File: src/rtl/riscv_pkg.sv
// Shared RISC-V ALU encodings and execute-sequencer state type.
package riscv_pkg;

   localparam logic [6:0] OPC_RTYPE = 7'b0110011;
   localparam logic [6:0] OPC_ITYPE = 7'b0010011;

   localparam logic [6:0] F7_BASE   = 7'b0000000;
   localparam logic [6:0] F7_ALT    = 7'b0100000;
   localparam logic [6:0] F7_MULDIV = 7'b0000001;

   localparam logic [2:0] F3_ADD  = 3'b000;
   localparam logic [2:0] F3_SLL  = 3'b001;
   localparam logic [2:0] F3_SLT  = 3'b010;
   localparam logic [2:0] F3_SLTU = 3'b011;
   localparam logic [2:0] F3_XOR  = 3'b100;
   localparam logic [2:0] F3_SR   = 3'b101;
   localparam logic [2:0] F3_OR   = 3'b110;
   localparam logic [2:0] F3_AND  = 3'b111;

   typedef enum logic [2:0] {
      IDLE = 3'd0,
      RD   = 3'd1,
      EX   = 3'd2,
      WB   = 3'd3,
      ERR  = 3'd4
   } exec_state_e;

endpackage

File: src/rtl/alu_exec_ctrl_if.sv
// Issue, register-file and ALU signals of the execute sequencer.
interface alu_exec_ctrl_if;

   logic        instr_valid;
   logic        instr_ready;
   logic [31:0] instr;
   logic [4:0]  rf_raddr1;
   logic [4:0]  rf_raddr2;
   logic [31:0] rf_rdata1;
   logic [31:0] rf_rdata2;
   logic [31:0] alu_code;
   logic [31:0] alu_rs1;
   logic [31:0] alu_rs2;
   logic [31:0] alu_rd;
   logic        rf_we;
   logic [4:0]  rf_waddr;
   logic [31:0] rf_wdata;
   logic        done;
   logic        illegal;
   logic        busy;

   modport master (
      output instr_valid, instr, rf_rdata1, rf_rdata2, alu_rd,
      input  instr_ready, rf_raddr1, rf_raddr2, alu_code, alu_rs1, alu_rs2,
             rf_we, rf_waddr, rf_wdata, done, illegal, busy
   );

   modport slave (
      input  instr_valid, instr, rf_rdata1, rf_rdata2, alu_rd,
      output instr_ready, rf_raddr1, rf_raddr2, alu_code, alu_rs1, alu_rs2,
             rf_we, rf_waddr, rf_wdata, done, illegal, busy
   );

endinterface

File: src/rtl/alu_instr_chk.sv
// Combinational legality decode for RV32I/M integer ALU instructions.
module alu_instr_chk
   import riscv_pkg::*;
(
   input  logic [31:0] instr_i,
   output logic        legal_o,
   output logic        is_rtype_o,
   output logic        is_mul_o
);

   logic [6:0] opcode;
   logic [2:0] funct3;
   logic [6:0] funct7;

   assign opcode = instr_i[6:0];
   assign funct3 = instr_i[14:12];
   assign funct7 = instr_i[31:25];

   // Only shifts constrain the upper immediate bits of I-type ops.
   always_comb begin
      legal_o    = 1'b0;
      is_rtype_o = 1'b0;
      is_mul_o   = 1'b0;
      if (opcode == OPC_RTYPE) begin
         is_rtype_o = 1'b1;
         is_mul_o   = (funct7 == F7_MULDIV) && (funct3 == F3_ADD);
         legal_o    = (funct7 == F7_BASE)
                   || ((funct7 == F7_ALT) && ((funct3 == F3_ADD) || (funct3 == F3_SR)))
                   || is_mul_o;
      end else if (opcode == OPC_ITYPE) begin
         case (funct3)
            F3_SLL:  legal_o = (funct7 == F7_BASE);
            F3_SR:   legal_o = (funct7 == F7_BASE) || (funct7 == F7_ALT);
            default: legal_o = 1'b1;
         endcase
      end
   end

endmodule

File: src/rtl/alu_exec_ctrl.sv
// Multi-cycle execute sequencer: read operands, hold the external ALU, write back.
module alu_exec_ctrl
   import riscv_pkg::*;
#(
   parameter int ALU_CYCLES = 1,
   parameter int MUL_CYCLES = 4
) (
   input  logic             clk,
   input  logic             rst,
   alu_exec_ctrl_if.slave   bus
);

   localparam int MAX_CYC = (MUL_CYCLES > ALU_CYCLES) ? MUL_CYCLES : ALU_CYCLES;
   localparam int CNT_W   = (MAX_CYC > 1) ? $clog2(MAX_CYC) : 1;

   exec_state_e      state_q;
   logic [31:0]      ir_q;
   logic             rtype_q;
   logic             mul_q;
   logic [CNT_W-1:0] cnt_q;
   logic [4:0]       raddr1_q;
   logic [4:0]       raddr2_q;
   logic [31:0]      aluCode_q;
   logic [31:0]      aluRs1_q;
   logic [31:0]      aluRs2_q;
   logic             rfWe_q;
   logic [4:0]       rfWaddr_q;
   logic [31:0]      rfWdata_q;
   logic             done_q;
   logic             illegal_q;

   logic chkLegal;
   logic chkRtype;
   logic chkMul;

   alu_instr_chk u_chk (
      .instr_i    (bus.instr),
      .legal_o    (chkLegal),
      .is_rtype_o (chkRtype),
      .is_mul_o   (chkMul)
   );

   // Each output register is set on entry to the state that owns it and cleared on exit.
   always_ff @(posedge clk or posedge rst) begin
      if (rst) begin
         state_q   <= IDLE;
         ir_q      <= '0;
         rtype_q   <= 1'b0;
         mul_q     <= 1'b0;
         cnt_q     <= '0;
         raddr1_q  <= '0;
         raddr2_q  <= '0;
         aluCode_q <= '0;
         aluRs1_q  <= '0;
         aluRs2_q  <= '0;
         rfWe_q    <= 1'b0;
         rfWaddr_q <= '0;
         rfWdata_q <= '0;
         done_q    <= 1'b0;
         illegal_q <= 1'b0;
      end else begin
         case (state_q)
            IDLE: begin
               if (bus.instr_valid) begin
                  ir_q    <= bus.instr;
                  rtype_q <= chkRtype;
                  mul_q   <= chkMul;
                  if (chkLegal) begin
                     raddr1_q <= bus.instr[19:15];
                     raddr2_q <= bus.instr[24:20];
                     state_q  <= RD;
                  end else begin
                     illegal_q <= 1'b1;
                     done_q    <= 1'b1;
                     state_q   <= ERR;
                  end
               end
            end
            RD: begin
               raddr1_q  <= '0;
               raddr2_q  <= '0;
               aluCode_q <= ir_q;
               aluRs1_q  <= bus.rf_rdata1;
               aluRs2_q  <= rtype_q ? bus.rf_rdata2 : 32'd0;
               cnt_q     <= mul_q ? CNT_W'(MUL_CYCLES - 1) : CNT_W'(ALU_CYCLES - 1);
               state_q   <= EX;
            end
            EX: begin
               if (cnt_q == '0) begin
                  aluCode_q <= '0;
                  aluRs1_q  <= '0;
                  aluRs2_q  <= '0;
                  rfWdata_q <= bus.alu_rd;
                  rfWaddr_q <= ir_q[11:7];
                  rfWe_q    <= (ir_q[11:7] != 5'd0);
                  done_q    <= 1'b1;
                  state_q   <= WB;
               end else begin
                  cnt_q <= cnt_q - CNT_W'(1);
               end
            end
            WB: begin
               rfWe_q    <= 1'b0;
               rfWaddr_q <= '0;
               rfWdata_q <= '0;
               done_q    <= 1'b0;
               state_q   <= IDLE;
            end
            ERR: begin
               illegal_q <= 1'b0;
               done_q    <= 1'b0;
               state_q   <= IDLE;
            end
            default: state_q <= IDLE;
         endcase
      end
   end

   assign bus.instr_ready = (state_q == IDLE) && !rst;
   assign bus.busy        = (state_q != IDLE);
   assign bus.rf_raddr1   = raddr1_q;
   assign bus.rf_raddr2   = raddr2_q;
   assign bus.alu_code    = aluCode_q;
   assign bus.alu_rs1     = aluRs1_q;
   assign bus.alu_rs2     = aluRs2_q;
   assign bus.rf_we       = rfWe_q;
   assign bus.rf_waddr    = rfWaddr_q;
   assign bus.rf_wdata    = rfWdata_q;
   assign bus.done        = done_q;
   assign bus.illegal     = illegal_q;

endmodule

File: src/flat_wrapper.sv
// flat-port wrapper written by rule: the top's interface ports become plain ports
module alu_exec_ctrl_flat import riscv_pkg::*;
#(
   parameter int ALU_CYCLES = 1,
   parameter int MUL_CYCLES = 4
)
  (clk, rst, bus_instr_valid, bus_instr, bus_rf_rdata1, bus_rf_rdata2, bus_alu_rd, bus_instr_ready, bus_rf_raddr1, bus_rf_raddr2, bus_alu_code, bus_alu_rs1, bus_alu_rs2, bus_rf_we, bus_rf_waddr, bus_rf_wdata, bus_done, bus_illegal, bus_busy);
  alu_exec_ctrl_if bus_i ();
  input  logic clk;
  input  logic rst;
  input wire logic [$bits(bus_i.instr_valid)-1:0] bus_instr_valid;
  input wire logic [$bits(bus_i.instr)-1:0] bus_instr;
  input wire logic [$bits(bus_i.rf_rdata1)-1:0] bus_rf_rdata1;
  input wire logic [$bits(bus_i.rf_rdata2)-1:0] bus_rf_rdata2;
  input wire logic [$bits(bus_i.alu_rd)-1:0] bus_alu_rd;
  output wire logic [$bits(bus_i.instr_ready)-1:0] bus_instr_ready;
  output wire logic [$bits(bus_i.rf_raddr1)-1:0] bus_rf_raddr1;
  output wire logic [$bits(bus_i.rf_raddr2)-1:0] bus_rf_raddr2;
  output wire logic [$bits(bus_i.alu_code)-1:0] bus_alu_code;
  output wire logic [$bits(bus_i.alu_rs1)-1:0] bus_alu_rs1;
  output wire logic [$bits(bus_i.alu_rs2)-1:0] bus_alu_rs2;
  output wire logic [$bits(bus_i.rf_we)-1:0] bus_rf_we;
  output wire logic [$bits(bus_i.rf_waddr)-1:0] bus_rf_waddr;
  output wire logic [$bits(bus_i.rf_wdata)-1:0] bus_rf_wdata;
  output wire logic [$bits(bus_i.done)-1:0] bus_done;
  output wire logic [$bits(bus_i.illegal)-1:0] bus_illegal;
  output wire logic [$bits(bus_i.busy)-1:0] bus_busy;
  assign bus_i.instr_valid = bus_instr_valid;
  assign bus_i.instr = bus_instr;
  assign bus_i.rf_rdata1 = bus_rf_rdata1;
  assign bus_i.rf_rdata2 = bus_rf_rdata2;
  assign bus_i.alu_rd = bus_alu_rd;
  assign bus_instr_ready = bus_i.instr_ready;
  assign bus_rf_raddr1 = bus_i.rf_raddr1;
  assign bus_rf_raddr2 = bus_i.rf_raddr2;
  assign bus_alu_code = bus_i.alu_code;
  assign bus_alu_rs1 = bus_i.alu_rs1;
  assign bus_alu_rs2 = bus_i.alu_rs2;
  assign bus_rf_we = bus_i.rf_we;
  assign bus_rf_waddr = bus_i.rf_waddr;
  assign bus_rf_wdata = bus_i.rf_wdata;
  assign bus_done = bus_i.done;
  assign bus_illegal = bus_i.illegal;
  assign bus_busy = bus_i.busy;
  alu_exec_ctrl #(.ALU_CYCLES(ALU_CYCLES), .MUL_CYCLES(MUL_CYCLES)) u_core (.clk(clk), .rst(rst), .bus(bus_i));
endmodule
File: config.mk
export PLATFORM = sky130hd
export DESIGN_NAME = alu_exec_ctrl_flat
export DESIGN_NICKNAME = d
export VERILOG_FILES = /design/src/rtl/riscv_pkg.sv /design/src/rtl/alu_exec_ctrl_if.sv /design/src/rtl/alu_instr_chk.sv /design/src/rtl/alu_exec_ctrl.sv /design/src/flat_wrapper.sv
export SDC_FILE = /design/constraint.sdc
export NUM_CORES = 1
export LEC_CHECK = 0
export ABC_AREA = 0
export BUFFER_PORTS_ARGS = -buffer_cell sky130_fd_sc_hd__buf_2
export CELL_PAD_IN_SITES_DETAIL_PLACEMENT = 1
export CELL_PAD_IN_SITES_GLOBAL_PLACEMENT = 2
export CORE_MARGIN = 5
export CORE_UTILIZATION = 25
export DETAILED_ROUTE_END_ITERATION = 10
export PLACE_DENSITY = 0.78
export SKIP_LAST_GASP = 1
export SLEW_MARGIN = 15
export SYNTH_ARGS = -nofsm -noshare
export SYNTH_HDL_FRONTEND = slang
export SYNTH_SLANG_ARGS = --single-unit
File: constraint.sdc
create_clock -name clk -period 12.17 [get_ports clk]
set_input_delay 3.0425 -clock clk [delete_from_list [all_inputs] [get_ports clk]]
set_output_delay 3.0425 -clock clk [all_outputs]
set_load 0.01 [all_outputs]
==> flow_summary.rst <==
.. list-table::
   :header-rows: 1

   * - Metric
     - Value
   * - Number of placed instances with taps included
     - between 1000 and 1500
   * - Full die area
     - roughly 33000 um2
   * - Initial cell density of the core
     - about 25%
   * - Most frequent standard cell in the layout excluding fill and tap cells
     - sky130_fd_sc_hd__nand2_1
   * - Data arrival time of the worst path
     - about 3.4 ns
   * - Post-Synthesis Mean Instance Area
     - between 9 and 10 um2
   * - Clk pwr share
     - 23.8%
   * - Largest net degree at the start of global routing
     - roughly 130
   * - Net count after synthesis
     - 870
   * - Part of the power in registers
     - a little over two fifths
   * - Number of input and output port buffers inserted
     - about 280
   * - Largest cells by area after synthesis
     - sky130_fd_sc_hd__dfrtp_1 (63%), sky130_fd_sc_hd__nand2_1 (15%), sky130_fd_sc_hd__o21ai_1 (5.4%)
   * - Number of maximum-capacitance constraint violations
     - 0
   * - Total CTS buffers
     - 17
   * - Sequential fraction of the synthesis area
     - 63.5%
   * - EDFF count, synth
     - 0
   * - Share of post-route cells with drive strength above 1
     - 32.8%
   * - IR drop worst, VDD
     - approximately 0.084 mV
   * - Run status
     - completed
   * - R2R setup slack
     - between 9 and 10 ns
   * - Buffers from clock root to sink, at most
     - 2
   * - Top-level I/O count
     - about 280
   * - Top-area cell type share of the netlist area
     - a little under two thirds
   * - Slew HR
     - between 30% and 40%
   * - Number of detailed-routing iterations run before antenna repair
     - 4
   * - Area of the mapped netlist
     - 7300 um2
   * - WP data required
     - about 9 ns
   * - Vias per inst
     - 4.46
   * - CTS tree
     - yes
   * - Initial antenna violation count
     - 3
   * - Power dissipated by switching net loads
     - 0.000932 W
   * - Horizontal extent of the die
     - around 180 um
   * - Via count of the first global-routing pass
     - 6532
   * - Last weighted congestion value of the routability-driven placer
     - 0.715
   * - Critical path startpoint category
     - primary input
   * - Final hold violation count
     - 0
   * - Row cnt
     - 62
   * - Design internal power
     - 0.00148 W
   * - Final setup violation count
     - 0
   * - Maximum operating frequency
     - 155 MHz
   * - CTS sink cnt
     - between 150 and 200
   * - Clock-pin slew of the registers on the worst-case setup and hold paths
     - 0.07 ns
   * - Wire length of the first global-routing pass
     - ~38000 um
   * - Remaining routing DRC violations
     - 0
   * - Crit end category
     - output port
   * - Power density over cell area
     - between 200 and 300 nW/um2
   * - Switching fraction of total power
     - between 30 and 40%
   * - Clock latency at the later pin of the worst-skew pair
     - about 0.44 ns
   * - Root Buffer Master
     - sky130_fd_sc_hd__clkbuf_16
   * - RSZ-0062 raised after global routing
     - false
   * - Synthesis-to-finish area growth
     - 31.8%
   * - Async set-or-reset flop fraction in the synthesized netlist
     - 100%
   * - Transition time at the pin with the least slew margin
     - between 1 and 1.5 ns
   * - Antenna Violating Nets Remaining
     - 0
   * - Worst Path Class, Setup
     - in2out
   * - Number of max-slew violations in the final report
     - 0
   * - GRT overflow
     - 0
   * - Register bit total from synthesis
     - between 150 and 200
   * - Post CTS Setup Buffer Count
     - 0
   * - Setup_tns
     - 0 ns
   * - # resized after CTS
     - 0
   * - Number of distinct library cell variants in the gate-level netlist after synthesis
     - just over 40
   * - Final HPWL from detailed placement
     - 16200 um
   * - Post-synth top flop
     - sky130_fd_sc_hd__dfrtp_1
   * - Area taken by flip-flops and latches
     - roughly 4600 um2
   * - Share of total power in combinational logic
     - ~35%
   * - Cts-stage hold buffer count
     - 0
   * - Worst clock skew
     - 0.0139 ns
   * - Syn. warnings
     - 0
   * - Detailed-route wire length
     - ~24000 um
   * - Leakage power
     - around 5.0 nW
   * - Most area-hungry cell type in the Yosys netlist
     - sky130_fd_sc_hd__dfrtp_1
   * - Die extent in y
     - between 150 and 200 um
   * - Floorplan core area
     - 28800 um2
   * - Commonest cells after routing, fill and taps aside
     - sky130_fd_sc_hd__nand2_1 (295), sky130_fd_sc_hd__buf_2 (278), sky130_fd_sc_hd__dfrtp_1 (185), sky130_fd_sc_hd__o21ai_1 (79), sky130_fd_sc_hd__a22o_1 (37)
   * - CTS HTree Levels
     - 4
   * - Worst Hold Margin
     - 0.475 ns
   * - Area taken by multi-input logic gates
     - 2420 um2
   * - Min-delay worst type
     - reg2reg
   * - Fin crit share
     - between 50% and 60%
   * - Per-cell routed wire length
     - between 15 and 20 um
   * - Drt initial violations
     - 257
   * - Overall routing resource usage
     - 14.3%
   * - Crit path max fanout
     - 2
   * - NumNets Final
     - about 1100
   * - Number of standard cells in the layout, taps in and fillers out
     - roughly 1400
   * - Shortest clock period the worst path allows after layout
     - about 6.5 ns
   * - Synthesized netlist cell count
     - between 700 and 800
   * - Number of fillers in the final layout
     - about 3400
   * - Via count
     - ~6200
[critical path, cell delays in order]
cell                     delay, ns
sky130_fd_sc_hd__buf_2        0.14
sky130_fd_sc_hd__nor2_1       0.11
sky130_fd_sc_hd__buf_2        0.14
[final cells by class]
cell class	count	share of cell area, %
clock buffer	17	4.43
multi-input combinational	498	25.2
tap	384	5.00
inverter	5	0.273
timing repair buffer	287	15.2
clock inverter	15	1.78
sequential	185	48.2
antenna	1	0.0260
[registers in the layout, indices dropped and copies added (netlist names)]
signal and count:
u_core.bus.alu_code 32, u_core.bus.alu_rs1 32, u_core.bus.alu_rs2 32, u_core.bus.rf_wdata 32, u_core.ir_q 32, u_core.bus.rf_raddr1 5
u_core.bus.rf_raddr2 5, u_core.bus.rf_waddr 5, u_core.state_q 3, u_core.cnt_q 2, u_core.bus.done 1, u_core.bus.illegal 1
u_core.bus.rf_we 1, u_core.mul_q 1, u_core.rtype_q 1
[stage by stage]
step                      setup WS, ns  util [%]  cell area (um2)  power, W
after CTS                         5.68      33.4             9610   0.00247
after detailed placement          5.69      31.3             9010   0.00187
after global placement            5.70      31.3             9010   0.00185
final                             5.70      33.4             9610   0.00241
after floorplan                   4.10         -             7300   0.00149
after global routing              5.64      33.4             9610   0.00260
[power by group through the flow]
stage	Combinational, W	Sequential, W	Clock (W)
floorplan	0.000400	0.00109	0
global placement	0.000841	0.00101	0
detailed placement	0.000858	0.00102	0
CTS	0.000863	0.00101	0.000598
global route	0.000941	0.00104	0.000621
finish	0.000835	0.00100	0.000574
[kinds of logic (layout without fill, tap and decap cells)]
family | count (synthesis) | after routing | synth area share, %
flip-flops | 185 | 185 | 63.5
AO/OA/AOI/OAI | 164 | 164 | 14.4
adder cells (fa/ha/maj) | 1 | 1 | 0.171
buffers and inverters | 55 | 324 | 3.58
AND/OR/NAND/NOR | 332 | 332 | 18.2
other | 0 | 1 | 0
multiplexers | 1 | 1 | 0.137
[routing by layer]
layer | wire, um | global-route usage (%) | vias to the layer above
met2 | 11500 | 23.6 | 173
met3 | 1480 | 4.75 | 11
met5 | 13 | 0 | -
li1 | - | - | 2963
met1 | 10500 | 18.3 | 3060
met4 | 161 | 3.09 | 2
[cells in the mapped netlist (3+ instances only)]
library cell               number
sky130_fd_sc_hd__nor3_1         3
sky130_fd_sc_hd__o21ai_0       25
sky130_fd_sc_hd__o21ai_1       79
sky130_fd_sc_hd__nor2_1        15
sky130_fd_sc_hd__a22o_1        37
sky130_fd_sc_hd__buf_4          5
sky130_fd_sc_hd__clkbuf_1      18
sky130_fd_sc_hd__buf_1          3
sky130_fd_sc_hd__buf_2         23
sky130_fd_sc_hd__nand2_1      296
sky130_fd_sc_hd__a32o_1        10
sky130_fd_sc_hd__inv_1          5
sky130_fd_sc_hd__dfrtp_1      185
sky130_fd_sc_hd__and2_1         3
[worst paths after layout]
| kind | startpoint | to | cells after the start |
|---|---|---|---|
| setup / recovery | rst | bus_instr_ready | 3 |
| hold / removal | u_core.ir_q[18]$_DFFE_PP0P_ | u_core.ir_q[18]$_DFFE_PP0P_ | 2 |
| setup reg to reg | u_core.cnt_q[0]$_DFFE_PP0P_ | u_core.bus.alu_code[24]$_DFFE_PP0P_ | 5 |
| hold reg to reg | u_core.ir_q[18]$_DFFE_PP0P_ | u_core.ir_q[18]$_DFFE_PP0P_ | 2 |
| max in group asynchronous | rst | u_core.ir_q[29]$_DFFE_PP0P_ | 3 |
| min in group asynchronous | rst | u_core.bus.rf_raddr2[1]$_DFFE_PP0P_ | 2 |
Power figures use the tool's default switching activity.
